==> src/rtl/proc_mem_arbiter_if.sv <==
// Memory message types plus the grouped core/memory stream bundle used by proc_mem_arbiter.
// The arbiter connects through the slave modport; the surrounding system drives the master side.
package mem_msgs_pkg;
  localparam logic [2:0] MEM_READ  = 3'd0;
  localparam logic [2:0] MEM_WRITE = 3'd1;

  typedef struct packed {
    logic [2:0]  type_;
    logic [7:0]  opaque;
    logic [31:0] addr;
    logic [1:0]  len;
    logic [31:0] data;
  } mem_req_4B_t;

  typedef struct packed {
    logic [2:0]  type_;
    logic [7:0]  opaque;
    logic [1:0]  test;
    logic [1:0]  len;
    logic [31:0] data;
  } mem_resp_4B_t;
endpackage

interface proc_mem_arbiter_if;
  mem_msgs_pkg::mem_req_4B_t  imem_reqstream_msg;
  logic                       imem_reqstream_val;
  logic                       imem_reqstream_rdy;
  mem_msgs_pkg::mem_req_4B_t  dmem_reqstream_msg;
  logic                       dmem_reqstream_val;
  logic                       dmem_reqstream_rdy;
  mem_msgs_pkg::mem_req_4B_t  mem_reqstream_msg;
  logic                       mem_reqstream_val;
  logic                       mem_reqstream_rdy;
  mem_msgs_pkg::mem_resp_4B_t mem_respstream_msg;
  logic                       mem_respstream_val;
  logic                       mem_respstream_rdy;
  mem_msgs_pkg::mem_resp_4B_t imem_respstream_msg;
  logic                       imem_respstream_val;
  logic                       imem_respstream_rdy;
  mem_msgs_pkg::mem_resp_4B_t dmem_respstream_msg;
  logic                       dmem_respstream_val;
  logic                       dmem_respstream_rdy;

  modport slave (
    input  imem_reqstream_msg, imem_reqstream_val, output imem_reqstream_rdy,
    input  dmem_reqstream_msg, dmem_reqstream_val, output dmem_reqstream_rdy,
    output mem_reqstream_msg, mem_reqstream_val, input mem_reqstream_rdy,
    input  mem_respstream_msg, mem_respstream_val, output mem_respstream_rdy,
    output imem_respstream_msg, imem_respstream_val, input imem_respstream_rdy,
    output dmem_respstream_msg, dmem_respstream_val, input dmem_respstream_rdy
  );

  modport master (
    output imem_reqstream_msg, imem_reqstream_val, input imem_reqstream_rdy,
    output dmem_reqstream_msg, dmem_reqstream_val, input dmem_reqstream_rdy,
    input  mem_reqstream_msg, mem_reqstream_val, output mem_reqstream_rdy,
    output mem_respstream_msg, mem_respstream_val, input mem_respstream_rdy,
    input  imem_respstream_msg, imem_respstream_val, output imem_respstream_rdy,
    input  dmem_respstream_msg, dmem_respstream_val, output dmem_respstream_rdy
  );
endinterface

==> src/rtl/proc_mem_arbiter.sv <==
// Round-robin merge of imem/dmem requests onto one memory port, with source tagging in
// opaque[7], response steering by that tag, and a bound on outstanding transactions.
module proc_mem_arbiter
  import mem_msgs_pkg::*;
#(
  parameter int unsigned p_max_inflight = 4
) (
  input  logic                clk,
  input  logic                reset,
  proc_mem_arbiter_if.slave   bus
);

  typedef enum logic {
    BUF_EMPTY,
    BUF_FULL
  } buf_state_t;

  buf_state_t  state, state_next;
  mem_req_4B_t buf_msg;
  mem_req_4B_t enq_msg;
  logic        prio;      // 0: imem wins a tie, 1: dmem wins a tie
  logic [3:0]  inflight;

  logic at_limit;
  logic mem_req_val;
  logic mem_req_xfer;
  logic can_accept;
  logic grant_imem;
  logic grant_dmem;
  logic enq;
  logic resp_sel;
  logic resp_rdy;
  logic resp_xfer;
  mem_resp_4B_t resp_fwd;

  always_comb begin
    at_limit     = (inflight == 4'(p_max_inflight));
    mem_req_val  = !reset && (state == BUF_FULL) && !at_limit;
    mem_req_xfer = mem_req_val && bus.mem_reqstream_rdy;
    // At the limit the buffer can neither drain nor take a new entry.
    can_accept   = !reset && !at_limit && ((state == BUF_EMPTY) || bus.mem_reqstream_rdy);

    grant_imem = bus.imem_reqstream_val && (!bus.dmem_reqstream_val || !prio);
    grant_dmem = bus.dmem_reqstream_val && (!bus.imem_reqstream_val || prio);
    enq        = can_accept && (grant_imem || grant_dmem);

    enq_msg           = grant_dmem ? bus.dmem_reqstream_msg : bus.imem_reqstream_msg;
    enq_msg.opaque[7] = grant_dmem;

    state_next = state;
    if (enq) begin
      state_next = BUF_FULL;
    end else if (mem_req_xfer) begin
      state_next = BUF_EMPTY;
    end
  end

  always_comb begin
    resp_sel           = bus.mem_respstream_msg.opaque[7];
    resp_fwd           = bus.mem_respstream_msg;
    resp_fwd.opaque[7] = 1'b0;
    resp_rdy           = !reset && (resp_sel ? bus.dmem_respstream_rdy : bus.imem_respstream_rdy);
    resp_xfer          = bus.mem_respstream_val && resp_rdy;
  end

  always_ff @(posedge clk) begin
    if (reset) begin
      state   <= BUF_EMPTY;
      buf_msg <= '0;
      prio    <= 1'b0;
    end else begin
      state <= state_next;
      if (enq) begin
        buf_msg <= enq_msg;
        prio    <= grant_imem;
      end
    end
  end

  always_ff @(posedge clk) begin
    if (reset) begin
      inflight <= '0;
    end else begin
      assert (!resp_xfer || inflight != '0)
        else $error("memory response with no outstanding request");
      if (mem_req_xfer && !resp_xfer) begin
        inflight <= inflight + 4'd1;
      end else if (resp_xfer && !mem_req_xfer && inflight != '0) begin
        inflight <= inflight - 4'd1;
      end
    end
  end

  assign bus.imem_reqstream_rdy  = can_accept && grant_imem;
  assign bus.dmem_reqstream_rdy  = can_accept && grant_dmem;
  assign bus.mem_reqstream_msg   = buf_msg;
  assign bus.mem_reqstream_val   = mem_req_val;
  assign bus.mem_respstream_rdy  = resp_rdy;
  assign bus.imem_respstream_msg = resp_fwd;
  assign bus.dmem_respstream_msg = resp_fwd;
  assign bus.imem_respstream_val = !reset && bus.mem_respstream_val && !resp_sel;
  assign bus.dmem_respstream_val = !reset && bus.mem_respstream_val && resp_sel;

endmodule

==> src/flat_wrapper.sv <==
// flat-port wrapper written by rule: the top's interface ports become plain ports
module proc_mem_arbiter_flat import mem_msgs_pkg::*;
#(
  parameter int unsigned p_max_inflight = 4
)
  (clk, reset, bus_imem_reqstream_msg, bus_imem_reqstream_val, bus_imem_reqstream_rdy, bus_dmem_reqstream_msg, bus_dmem_reqstream_val, bus_dmem_reqstream_rdy, bus_mem_reqstream_msg, bus_mem_reqstream_val, bus_mem_reqstream_rdy, bus_mem_respstream_msg, bus_mem_respstream_val, bus_mem_respstream_rdy, bus_imem_respstream_msg, bus_imem_respstream_val, bus_imem_respstream_rdy, bus_dmem_respstream_msg, bus_dmem_respstream_val, bus_dmem_respstream_rdy);
  proc_mem_arbiter_if bus_i ();
  input  logic clk;
  input  logic reset;
  input wire logic [$bits(bus_i.imem_reqstream_msg)-1:0] bus_imem_reqstream_msg;
  input wire logic [$bits(bus_i.imem_reqstream_val)-1:0] bus_imem_reqstream_val;
  output wire logic [$bits(bus_i.imem_reqstream_rdy)-1:0] bus_imem_reqstream_rdy;
  input wire logic [$bits(bus_i.dmem_reqstream_msg)-1:0] bus_dmem_reqstream_msg;
  input wire logic [$bits(bus_i.dmem_reqstream_val)-1:0] bus_dmem_reqstream_val;
  output wire logic [$bits(bus_i.dmem_reqstream_rdy)-1:0] bus_dmem_reqstream_rdy;
  output wire logic [$bits(bus_i.mem_reqstream_msg)-1:0] bus_mem_reqstream_msg;
  output wire logic [$bits(bus_i.mem_reqstream_val)-1:0] bus_mem_reqstream_val;
  input wire logic [$bits(bus_i.mem_reqstream_rdy)-1:0] bus_mem_reqstream_rdy;
  input wire logic [$bits(bus_i.mem_respstream_msg)-1:0] bus_mem_respstream_msg;
  input wire logic [$bits(bus_i.mem_respstream_val)-1:0] bus_mem_respstream_val;
  output wire logic [$bits(bus_i.mem_respstream_rdy)-1:0] bus_mem_respstream_rdy;
  output wire logic [$bits(bus_i.imem_respstream_msg)-1:0] bus_imem_respstream_msg;
  output wire logic [$bits(bus_i.imem_respstream_val)-1:0] bus_imem_respstream_val;
  input wire logic [$bits(bus_i.imem_respstream_rdy)-1:0] bus_imem_respstream_rdy;
  output wire logic [$bits(bus_i.dmem_respstream_msg)-1:0] bus_dmem_respstream_msg;
  output wire logic [$bits(bus_i.dmem_respstream_val)-1:0] bus_dmem_respstream_val;
  input wire logic [$bits(bus_i.dmem_respstream_rdy)-1:0] bus_dmem_respstream_rdy;
  assign bus_i.imem_reqstream_msg = bus_imem_reqstream_msg;
  assign bus_i.imem_reqstream_val = bus_imem_reqstream_val;
  assign bus_imem_reqstream_rdy = bus_i.imem_reqstream_rdy;
  assign bus_i.dmem_reqstream_msg = bus_dmem_reqstream_msg;
  assign bus_i.dmem_reqstream_val = bus_dmem_reqstream_val;
  assign bus_dmem_reqstream_rdy = bus_i.dmem_reqstream_rdy;
  assign bus_mem_reqstream_msg = bus_i.mem_reqstream_msg;
  assign bus_mem_reqstream_val = bus_i.mem_reqstream_val;
  assign bus_i.mem_reqstream_rdy = bus_mem_reqstream_rdy;
  assign bus_i.mem_respstream_msg = bus_mem_respstream_msg;
  assign bus_i.mem_respstream_val = bus_mem_respstream_val;
  assign bus_mem_respstream_rdy = bus_i.mem_respstream_rdy;
  assign bus_imem_respstream_msg = bus_i.imem_respstream_msg;
  assign bus_imem_respstream_val = bus_i.imem_respstream_val;
  assign bus_i.imem_respstream_rdy = bus_imem_respstream_rdy;
  assign bus_dmem_respstream_msg = bus_i.dmem_respstream_msg;
  assign bus_dmem_respstream_val = bus_i.dmem_respstream_val;
  assign bus_i.dmem_respstream_rdy = bus_dmem_respstream_rdy;
  proc_mem_arbiter #(.p_max_inflight(p_max_inflight)) u_core (.clk(clk), .reset(reset), .bus(bus_i));
endmodule
==> config.mk <==
export PLATFORM = sky130hd
export DESIGN_NAME = proc_mem_arbiter_flat
export DESIGN_NICKNAME = d
export VERILOG_FILES = /design/src/rtl/proc_mem_arbiter_if.sv /design/src/rtl/proc_mem_arbiter.sv /design/src/flat_wrapper.sv
export SDC_FILE = /design/constraint.sdc
export NUM_CORES = 1
export LEC_CHECK = 0
export CAP_MARGIN = 0
export CORE_AREA = 3 3 149 151
export CTS_BUF_LIST = sky130_fd_sc_hd__clkbuf_8 sky130_fd_sc_hd__clkbuf_16
export DETAILED_ROUTE_END_ITERATION = 8
export DIE_AREA = 0 0 152 154
export PLACE_DENSITY = 0.68
export RECOVER_POWER = 50
export REMOVE_ABC_BUFFERS = 1
export SLEW_MARGIN = 20
export SYNTH_ARGS = -nofsm -noshare
export SYNTH_HDL_FRONTEND = slang
export SYNTH_SLANG_ARGS = --single-unit
==> constraint.sdc <==
create_clock -name clk -period 4.35 [get_ports clk]
set_input_delay 0.87 -clock clk [delete_from_list [all_inputs] [get_ports clk]]
set_output_delay 0.87 -clock clk [all_outputs]
set_load 0.01 [all_outputs]
==> impl_metrics.toml <==
[outcome]
status = "completed"

[critical_path]
r2r_start = "u_core.inflight[0]"
cp-startpoint = "bus_mem_reqstream_rdy"
startpoint_type = "input pin"
required_ps = 3480
r2r_end = "u_core.inflight[3]"
reg2reg_depth = 7
crit_type = "in2out"
slowest_delay_ps = 580
cpMostUsedCell = "nor2b_1"
worstSetupEndpointType = "primary output"
worst_path_max_delay_cell = "clkdlybuf4s50_1"
crit_arrival_ps = 2720
worstPathCellList = "dlygate4sd3_1 -> nor2b_1 -> nor3_1 -> nor2b_1 -> clkdlybuf4s50_1"
r2r_slack_ps = 1970
critPathMaxFanout = 5
crit_end = "bus_dmem_reqstream_rdy"

[grt]
grt_first_pass_wirelength_um = 25500
antenna_found_initial = 0
overflow = 0
track_usage = 0.146
grt_pass1_vias = 3820
grt_max_degree = 152

[cells_and_area]
final_layout_size_suffix_gt1_frac = 0.0435
antenna_cells = 0
stdcell_count = 896
nNetsFinal = 829
area_delta_synth_final_pct = 48.3

[synth]
synthFlopType = "dfxtp_1"
synth_top_cell_by_area = "dfxtp_1"
avgSynthCellArea_um2 = 9.33
synth_compound_area_frac = 0.148
synth_top_family_by_area = "buffers and inverters"
yosysTopAreaCellShare = 0.366
synthXorXnorAreaFrac = 0.00385
synth-edff-count = 0
synth_fa_ha_area_frac = 0.00991
async_reset_ff_frac = 0
synthCells = 487
netlist_top_cells_area = "dfxtp_1 37%, mux2i_1 17%, buf_4 16%"
yosys.area_share.simple = 0.0942
yosys-mux-area-fraction = 0.172
ys_ff_latch = 83
synth_area_um2 = 4540
ys_types = 35
yosys_warnings = 0
ys_seq_area_frac = 0.366

[power]
p_comb_frac = 0.295
switchingPower_mw = 0.657
p_per_area_nw_per_um2 = 347
seqPwrFrac = 0.386
p_total_mw = 2.34
p_int_mw = 1.68
pwr-share-clk = 0.318
ir_drop_mv = 0.145
p_leak_nw = 2.78
switching_share = 0.281

[place]
dp_slack_ps = 859
gp_congestion = 0.782
io_buffers = 243
placedCellCount = 881
dp_hpwl_um = 14200

[clock_network]
cts_root_buf = "clkbuf_16"
cts_tree = "built"
clkSlewWorstSetupHoldPaths_ps = 60
post_cts_resized = 0
cts.sinks = 83
cts_buffers = 9
post_cts_buffers = 0
worstSkewPairLatency_ps = 340
hold_buffers = 0
h-tree-depth = 3
cts_buffer_depth = 2

[die]
fp.coreArea_um2 = 21000
io_pins = 386
num_rows = 53
start_util = 0.217
die_w_um = 152
die_y_um = 154
die-area_um2 = 23400

[routing]
wl_per_cell_um = 19.7
vias = 3886
route.detailed.drc = 0
drtIter0Drc = 122
antenna_left = 0
dr.pass1.iters = 4
drt-vias-per-instance = 4.34
routed_wl_um = 17700

[timing]
worstMarginPinSlew_ps = 712
fin_crit_sh = 0.825
period_minus_slack_ps = 3590
rsz0062_at_grt = "false"
final_max_slew_viol_count = 0
setup_ws_ps = 763
final-hold-violation-count = 0
fmax_mhz = 279
slew_headroom = 0.525
setup_viol = 0
fin_skew_ps = 7.29
timing.hold.ws_ps = 493

[hold_path]
hold_class = "reg2reg"

[job]
cap_violations = 0
-- per-stage QoR --
step	cell area, um^2	utilization	TNS, ps
floorplan	3620	-	-417630
global placement	6460	0.308	0
detailed placement	6460	0.308	0
CTS	6740	0.322	0
global route	6740	0.322	0
finish	6740	0.322	0
-- metal layers --
layer,part of all wire,GRT usage,wire length (um),up-vias
met5,0.0097,0.0621,171,-
met4,0.011,0.0381,194,4
met3,0.21,0.152,3660,16
met2,0.38,0.191,6760,300
met1,0.39,0.155,6870,1691
li1,-,-,-,1875
-- how the worst min path moves through the flow --
stage          slack [ps]  cells after the start                               end                             start
2_1_floorplan         460                      1                u_core.inflight[3]                u_core.inflight[3]
3_3_place_gp          480                      2   u_core.bus.mem_reqstream_msg[5]   u_core.bus.mem_reqstream_msg[5]
3_5_place_dp          490                      2  u_core.bus.mem_reqstream_msg[19]  u_core.bus.mem_reqstream_msg[19]
4_1_cts               500                      2  u_core.bus.mem_reqstream_msg[55]  u_core.bus.mem_reqstream_msg[55]
5_1_grt               510                      2  u_core.bus.mem_reqstream_msg[21]  u_core.bus.mem_reqstream_msg[21]
6_report              490                      2  u_core.bus.mem_reqstream_msg[22]  u_core.bus.mem_reqstream_msg[22]
-- sequential cells by signal, summed over array words and instances (netlist names) --
| register | cells |
|---|---|
| u_core.inflight | 4 |
| u_core.prio | 1 |
| u_core.state | 1 |
| u_core.bus.mem_reqstream_msg | 77 |
-- worst max-delay path, delay by kind of cell --
family / cells / cell delay, ps
buffers and inverters: 2 / 1120
and+or+nand+nor: 3 / 730
-- cell families after synthesis --
family                   after synthesis
buffers and inverters                131
AND/OR/NAND/NOR                      101
AO/OA/AOI/OAI                         88
flip-flops                            83
multiplexers                          78
adder cells (fa/ha/maj)                3
XOR/XNOR                               2
other                                  1
-- area by class of cell --
type,count,area (um^2)
inverter,2,7.51
clock buffer,9,225
tap,275,344
sequential,83,1660
fill,2205,14200
timing repair buffer,247,2470
multi-input combinational,274,1970
clock inverter,6,58.8
-- layout by cell type (no fill, tap or decap), types with 2 or more instances in the layout --
| cell | netlist | routed |
|---|---|---|
| clkdlybuf4s50_1 | 0 | 206 |
| nor2_1 | 84 | 84 |
| dfxtp_1 | 83 | 83 |
| mux2i_1 | 78 | 78 |
| a211oi_1 | 76 | 76 |
| dlygate4sd3_1 | 0 | 36 |
| clkbuf_16 | 0 | 9 |
| buf_4 | 97 | 4 |
| nand2b_1 | 3 | 3 |
| inv_1 | 2 | 3 |
| a21oi_1 | 3 | 3 |
| o21ai_4 | 1 | 2 |
| nor2b_1 | 2 | 2 |
| nor3_1 | 2 | 2 |
| xnor2_1 | 2 | 2 |
| nand2_1 | 2 | 2 |
| ha_1 | 2 | 2 |
| conb_1 | 1 | 2 |
| clkinvlp_4 | 0 | 2 |
| clkinv_2 | 0 | 2 |
-- synthesized netlist by cell type, types with 2 or more instances --
master	n
dfxtp_1	83
nor2_1	84
xnor2_1	2
nor3_1	2
ha_1	2
a211oi_1	76
mux2i_1	78
a21oi_1	3
inv_1	2
nand2b_1	3
buf_2	15
buf_4	97
nand2_1	2
clkbuf_1	9
nor2b_1	2
buf_6	8
-- power by group through the flow --
stage	clock network, mW	logic [mW]	registers [mW]
after floorplan	0	0.322	0.961
after global placement	0	0.707	0.918
after detailed placement	0	0.713	0.924
after CTS	0.788	0.716	0.907
after global routing	0.814	0.760	0.918
final	0.745	0.691	0.904
Note: power is estimated with default switching activity, not from simulation.
